==> config.mk <==
export PLATFORM = sky130hd
export DESIGN_NAME = game_ctrl
export DESIGN_NICKNAME = d
export VERILOG_FILES = /design/src/rtl/game_ctrl.sv
export SDC_FILE = /design/constraint.sdc
export NUM_CORES = 1
export LEC_CHECK = 0
export BUFFER_PORTS_ARGS = -buffer_cell sky130_fd_sc_hd__buf_2
export CELL_PAD_IN_SITES_DETAIL_PLACEMENT = 0
export CELL_PAD_IN_SITES_GLOBAL_PLACEMENT = 2
export CORE_MARGIN = 2
export CORE_UTILIZATION = 33
export CTS_CLUSTER_SIZE = 16
export DETAILED_ROUTE_END_ITERATION = 7
export PLACE_DENSITY_LB_ADDON = 0.1
export SYNTH_ARGS = -nofsm -noshare
export SYNTH_HDL_FRONTEND = slang
export SYNTH_SLANG_ARGS = --single-unit
==> constraint.sdc <==
create_clock -name clk -period 2.15 [get_ports clk]
set_input_delay 0.43 -clock clk [delete_from_list [all_inputs] [get_ports clk]]
set_output_delay 0.43 -clock clk [all_outputs]
set_load 0.02 [all_outputs]
==> src/rtl/game_ctrl.sv <==
// Air-hockey round sequencer: serve hold, free play, miss flash and game over,
// with a saturating 2-digit BCD hit score and a lives counter.
module game_ctrl #(
    parameter int LIVES        = 3,
    parameter int SERVE_FRAMES = 60,
    parameter int MISS_FRAMES  = 63
) (
    input  logic       clk,
    input  logic       rst,
    input  logic       end_of_frame,
    input  logic       btn_start,
    input  logic       hit,
    input  logic       miss,
    output logic       ball_enable,
    output logic       ball_reset,
    output logic       miss_flash,
    output logic [7:0] score,
    output logic [1:0] lives,
    output logic [2:0] state
);

    // state | meaning
    // IDLE  | waiting for the first start press, ball frozen
    // SERVE | ball held at serve position for SERVE_FRAMES frames
    // PLAY  | ball free-running, hits scored, miss ends the rally
    // MISS  | miss flash for MISS_FRAMES frames
    // OVER  | no lives left, score held until the next start press
    localparam logic [2:0] S_IDLE  = 3'd0;
    localparam logic [2:0] S_SERVE = 3'd1;
    localparam logic [2:0] S_PLAY  = 3'd2;
    localparam logic [2:0] S_MISS  = 3'd3;
    localparam logic [2:0] S_OVER  = 3'd4;

    localparam logic [5:0] SERVE_LOAD = 6'(SERVE_FRAMES);
    localparam logic [5:0] MISS_LOAD  = 6'(MISS_FRAMES);
    localparam logic [1:0] LIVES_LOAD = 2'(LIVES);

    logic       btn_start_q;
    logic [5:0] timer;
    logic       start_rise;
    logic       timer_last;
    logic [7:0] score_inc;

    assign start_rise = btn_start & ~btn_start_q;
    assign timer_last = end_of_frame && (timer == 6'd1);

    always_comb begin
        score_inc = score;
        if (score == 8'h99)
            score_inc = score;
        else if (score[3:0] == 4'd9)
            score_inc = {score[7:4] + 4'd1, 4'd0};
        else
            score_inc = {score[7:4], score[3:0] + 4'd1};
    end

    // Sampled through reset as well, so a button held across reset release
    // must be let go and pressed again before it counts as a start.
    always_ff @(posedge clk) begin
        btn_start_q <= btn_start;
    end

    always_ff @(posedge clk) begin
        if (rst) begin
            state       <= S_IDLE;
            ball_enable <= 1'b0;
            ball_reset  <= 1'b0;
            miss_flash  <= 1'b0;
            score       <= 8'h00;
            lives       <= LIVES_LOAD;
            timer       <= 6'd0;
        end else begin
            ball_reset <= 1'b0;
            case (state)
                S_IDLE, S_OVER: begin
                    ball_enable <= 1'b0;
                    if (start_rise) begin
                        state      <= S_SERVE;
                        score      <= 8'h00;
                        lives      <= LIVES_LOAD;
                        timer      <= SERVE_LOAD;
                        ball_reset <= 1'b1;
                    end
                end
                S_SERVE: begin
                    if (end_of_frame && timer != 6'd0)
                        timer <= timer - 6'd1;
                    if (timer_last) begin
                        state       <= S_PLAY;
                        ball_enable <= 1'b1;
                    end
                end
                S_PLAY: begin
                    // A miss outranks a simultaneous hit and reloads the timer
                    // even when the frame strobe coincides.
                    if (miss) begin
                        state       <= S_MISS;
                        lives       <= lives - 2'd1;
                        timer       <= MISS_LOAD;
                        ball_enable <= 1'b0;
                        miss_flash  <= 1'b1;
                    end else if (hit) begin
                        score <= score_inc;
                    end
                end
                S_MISS: begin
                    if (end_of_frame && timer != 6'd0)
                        timer <= timer - 6'd1;
                    if (timer_last) begin
                        miss_flash <= 1'b0;
                        if (lives == 2'd0) begin
                            state <= S_OVER;
                        end else begin
                            state      <= S_SERVE;
                            timer      <= SERVE_LOAD;
                            ball_reset <= 1'b1;
                        end
                    end
                end
                default: begin
                    state       <= S_IDLE;
                    ball_enable <= 1'b0;
                    miss_flash  <= 1'b0;
                end
            endcase
        end
    end

endmodule

==> results.cfg, run 1 <==
[status]
status = finished clean

[cells_and_area]
antenna_cells = 0
nFillCells = 439
fin_nets = 203
layoutNonFillerInstCount = 239
area_growth_pct = 17.22
layout-drive-gt1-share_pct = 21.69

[timing]
finalMaxSlewViolations = 0
worst_pin_slew_ps = 490.5
relSlewSlack_pct = 67.00
finalHoldViolCount = 0
setup_violations = 0
period_needed_ps = 1910
max_freq_mhz = 523.5
skew_ps = 7.187
finalSetupTns_ps = 0
fin_crit_sh_pct = 88.84
rsz0062_at_grt = false

[clock_tree]
cts.repair.resized = 0
cts-root-buf = clkbuf_8
hold_buffers = 0
htree_levels = 1
cts_tree = built
cts_buffer_depth = 2
post_cts_buffers = 0
clkSinkCount = 23
worstSkewPairLatency_ps = 270
clk_pin_slew_worst_paths_ps = 90
cts_buffers = 3

[floorplan]
die_area_um2 = 4740
initial_core_util_pct = 34.44
ios = 22
die_w_um = 68.85
row_count = 23
dieHeight_um = 68.85
core_um2 = 4029

[yosys]
avgSynthCellArea_um2 = 8.461
yosys_warnings = 0
yosysMostFrequentCell = dfxtp_1
synth_seq_cells = 23
async_reset_ff_share_pct = 0
synth_common_cells = dfxtp_1 (23), inv_1 (12), nor2_1 (11)
synth_area_leaders = dfxtp_1 (33%), ha_1 (6.3%), a21oi_1 (3.2%), a211oi_1 (3.2%), inv_1 (3.2%)
yosysSeqAreaShare_pct = 33.18
dominantRegCellSynth = dfxtp_1
ys_types = 49
synthCells = 164
synth-edff-count = 0
syn_area_um2 = 1388
syn-num-nets = 177
netlist.area_leader.share_pct = 33.18
yosys.area.top_type = dfxtp_1

[global_routing]
grt_use_total_pct = 16.86
grt_pass1_wl_um = 5920
grt_max_degree = 13
antenna_found_initial = 0
grt_pass1_vias = 1199
grt_overflow = 0

[pwr]
vdd_drop_max_mv = 0.3057
p_leak_nw = 0.6583
powerDensity_nw_per_um2 = 555.1

[route]
dr.pass1.iters = 4
viasPerCell = 5.573
routedWlPerCell_um = 14.82
drc = 0
ant_nets = 0
wl_um = 3542
drtIter0Drc = 74
num_vias = 1332

[setup_path]
critPathLaunchType = flip-flop
arrival_ps = 2100
worst-path-max-fanout = 7
slowest_stage = dfxtp_1
critPathMaxStageDelay_ps = 410
worst-setup-path-type = flip-flop to flip-flop
crit_path_end_kind = flip-flop
worstPathCellList = inv_1, ha_1, or2b_2, o311ai_4, and3b_1, o32ai_2
worstPathRequired_ps = 2340

[worst_hold_path]
hold_path_class = primary input to flip-flop

[run]
cap_violations = 0

[place]
placed_cells = 235
io_buffer_count = 21
gp_congestion = 0.7843
post-dp-hpwl_um = 2746
critical path, delay by kind of cell, from the launching register on:
| kind | cells | cell delay [ps] |
|---|---|---|
| simple gates | 2 | 580 |
| compound gates | 2 | 550 |
| flops | 1 | 410 |
| fa+ha+maj | 1 | 230 |
| buf+inv | 1 | 70 |
power breakdown:
group          internal (mW)  switching [mW]  leakage [nW]
logic                 0.0730          0.0962         0.448
clock network          0.132           0.141        0.0228
registers              0.443          0.0177         0.187
state kept, by name, summed over array words and instances (netlist names):
signal	flops
score	8
timer	6
state	3
lives	2
ball_enable	1
ball_reset	1
btn_start_q	1
miss_flash	1
final timing paths:
path / startpoint / endpoint / slack, ps / cells past startpoint
setup / recovery: lives[0] / timer[3] / 240 / 6
hold / removal: btn_start / btn_start_q / 290 / 1
setup reg to reg: lives[0] / timer[3] / 240 / 6
hold reg to reg: ball_enable / ball_enable / 500 / 2
cell families after synthesis:
group / share of synthesized area (%)
compound gates: 29.40
xor+xnor: 0.6313
fa+ha+maj: 6.312
buf+inv: 5.680
flops: 33.18
simple gates: 24.80
layer usage:
metal / global-route usage (%) / up-vias / part of all wire (%) / wire length, um
met5: 0 / - / 0 / 0
met4: 3.676 / 0 / 0.71 / 25
met3: 3.896 / 2 / 5.2 / 184
met2: 27.64 / 35 / 46 / 1635
met1: 22.53 / 630 / 48 / 1696
li1: - / 665 / - / -
cell type report:
type / instances / area (um2) / share of cell area, %
Sequential cell: 23 / 460.4 / 28.31
Clock buffer: 4 / 45.04 / 2.769
Tap cell: 50 / 62.56 / 3.846
Inverter: 12 / 45.04 / 2.769
Timing Repair Buffer: 29 / 165.2 / 10.15
Multi-Input combinational cell: 121 / 848.3 / 52.15
layout by cell type, fill, tap and decap left out, types with 2 or more instances in the layout:
master / n
nand3_1: 8
o22ai_1: 3
nor2b_1: 2
ha_1: 7
o21a_1: 5
a211oi_1: 6
nand2_1: 10
buf_4: 8
clkbuf_8: 3
nor3_1: 6
inv_1: 12
o21ai_0: 7
buf_2: 21
a21oi_1: 9
nand4b_1: 2
nor4_1: 3
nor3b_1: 3
dfxtp_1: 23
a32oi_1: 2
nand3b_1: 3
nand2b_1: 3
nor2_1: 11
o31a_1: 2
o211a_1: 2
a41oi_1: 2
and3b_1: 2
stage by stage:
step | area, um2 | utilization, % | hold slack [ps] | setup WS, ps | total power, mW
6_report | 1627 | 40.37 | 288.0 | 240.0 | 0.9029
3_5_place_dp | 1582 | 39.25 | 486.7 | 198.8 | 0.6388
4_1_cts | 1627 | 40.37 | 282.8 | 237.2 | 0.9155
2_1_floorplan | 1388 | - | 457.7 | 306.8 | 0.5854
3_3_place_gp | 1582 | 39.25 | 464.8 | 251.6 | 0.6390
5_1_grt | 1627 | 40.37 | 276.7 | 121.9 | 0.9556
Note: power is estimated with default switching activity, not from simulation.
==> run 2: changes to the inputs <==
PLACE_DENSITY = 0.83   (was not set)
PLACE_DENSITY_LB_ADDON = not set   (was 0.1)
==> results.cfg, run 2 (synthesized netlist as in run 1, its figures left out) <==
[place]
gp_congestion = 0.8832
pre_cts_slack_ps = 180.9
io_buffer_count = 21
post-dp-hpwl_um = 2532
placed_cells = 233

[timing]
finalWorstSetupSlack_ps = 257.5
finalMaxSlewViolations = 0
fin_crit_sh_pct = 88.03
setup_violations = 0
max_freq_mhz = 528.4
relSlewSlack_pct = 72.99
finalSetupTns_ps = 0
worst_pin_slew_ps = 405.1
period_needed_ps = 1893
finalHoldViolCount = 0
skew_ps = 6.981
rsz0062_at_grt = false

[route]
dr.pass1.iters = 4
drtIter0Drc = 82
wl_um = 3484
num_vias = 1325
ant_nets = 0
drt-met1-wl_um = 1786
drc = 0
met2WireLength_um = 1572
routedWlPerCell_um = 14.70
viasPerCell = 5.591
dr_wl_met3_um = 103
topRoutingLayerUsed = met4

[clock_tree]
cts.repair.resized = 0
cts_buffers = 3
clk_pin_slew_worst_paths_ps = 90
post_cts_buffers = 0
worstSkewPairLatency_ps = 270
cts-root-buf = clkbuf_8
htree_levels = 1
hold_buffers = 0
cts_tree = built
cts_buffer_depth = 2
clkSinkCount = 23

[cells_and_area]
layout-drive-gt1-share_pct = 21.39
largest_register = score
layoutNonFillerInstCount = 237
antenna_cells = 0
largest_reg_flops = 8
fin_nets = 201
area_growth_pct = 16.23
final_cell_mix = dfxtp_1 (23), buf_2 (21), inv_1 (12), nor2_1 (11), nand2_1 (10)
layout_commonest_cell = dfxtp_1
top_regs = score: 8 flops, timer: 6 flops, state: 3 flops

[global_routing]
antenna_found_initial = 0
grt_max_degree = 20
grt_pass1_wl_um = 5782
grt_overflow = 0
grt_use_total_pct = 16.27
grt_pass1_vias = 1170

[worst_hold_path]
min_to = btn_start_q
hold_depth = 1
hold_start = btn_start
hold_path_class = primary input to flip-flop

[floorplan]
ios = 22
dieHeight_um = 68.85
die_w_um = 68.85
die_area_um2 = 4740
row_count = 23
initial_core_util_pct = 34.44
core_um2 = 4029

[setup_path]
arrival_ps = 2080
crit_path_end_kind = flip-flop
critPathBufInv = 0
slowest_stage = or4b_1
critPathMaxStageDelay_ps = 730
rr_startpoint = state[1]
worstPathRequired_ps = 2340
critPathLaunchType = flip-flop
worstReg2RegEnd = score[3]
reg2reg_setup_slack_ps = 260
worst-path-max-fanout = 10
r2r_cells = 4
worst-setup-path-type = flip-flop to flip-flop
cp_top_family = simple AND/OR/NAND/NOR gates
worstPathCellList = or4b_1, a211oi_2, a41oi_1, a311oi_1

[pwr]
vdd_drop_max_mv = 0.3415
p_leak_nw = 0.6507
power_uw = 904.8
powerDensity_nw_per_um2 = 561.0

[status]
status = finished clean

[run]
cap_violations = 0
[run 2: changes by cell type in the layout (fill, tap and decap cells not counted)]
cell      previous run  this run
clkbuf_1             1         0
buf_4                8         6
clkinv_2             0         1
[run 2: cell type report]
| class | count | area (um2) |
|---|---|---|
| Multi-Input combinational cell | 121 | 848.3 |
| Sequential cell | 23 | 460.4 |
| Tap cell | 50 | 62.56 |
| Clock buffer | 3 | 41.29 |
| Clock inverter | 1 | 5.005 |
| Timing Repair Buffer | 27 | 150.1 |
| Inverter | 12 | 45.04 |
| Fill cell | 428 | 2416 |
[run 2: worst max path at each step]
stage          cells past startpoint      start       end
4_1_cts                            6   lives[0]  timer[3]
5_1_grt                            6   lives[0]  timer[4]
3_3_place_gp                       5  btn_start  score[3]
6_report                           4   state[1]  score[3]
3_5_place_dp                       5  btn_start  score[3]
2_1_floorplan                      6   lives[0]  timer[3]
[run 2: metal layers]
layer	track usage, %	vias to the layer above
met1	23.08	638
met2	25.24	20
li1	-	663
met5	0	-
met3	3.896	4
met4	2.941	0
[run 2: per-stage QoR]
step	utilization, %	area, um2	hold WS (ps)
3_5_place_dp	38.88	1567	473.0
4_1_cts	40.03	1613	270.7
6_report	40.03	1613	280.4
3_3_place_gp	38.88	1567	470.2
5_1_grt	40.03	1613	270.3
2_1_floorplan	-	1388	457.7
[run 2: power breakdown]
group,internal (mW),switching (mW)
Clock,0.130,0.147
Combinational,0.0720,0.0970
Sequential,0.443,0.0170
Total,0.644,0.261
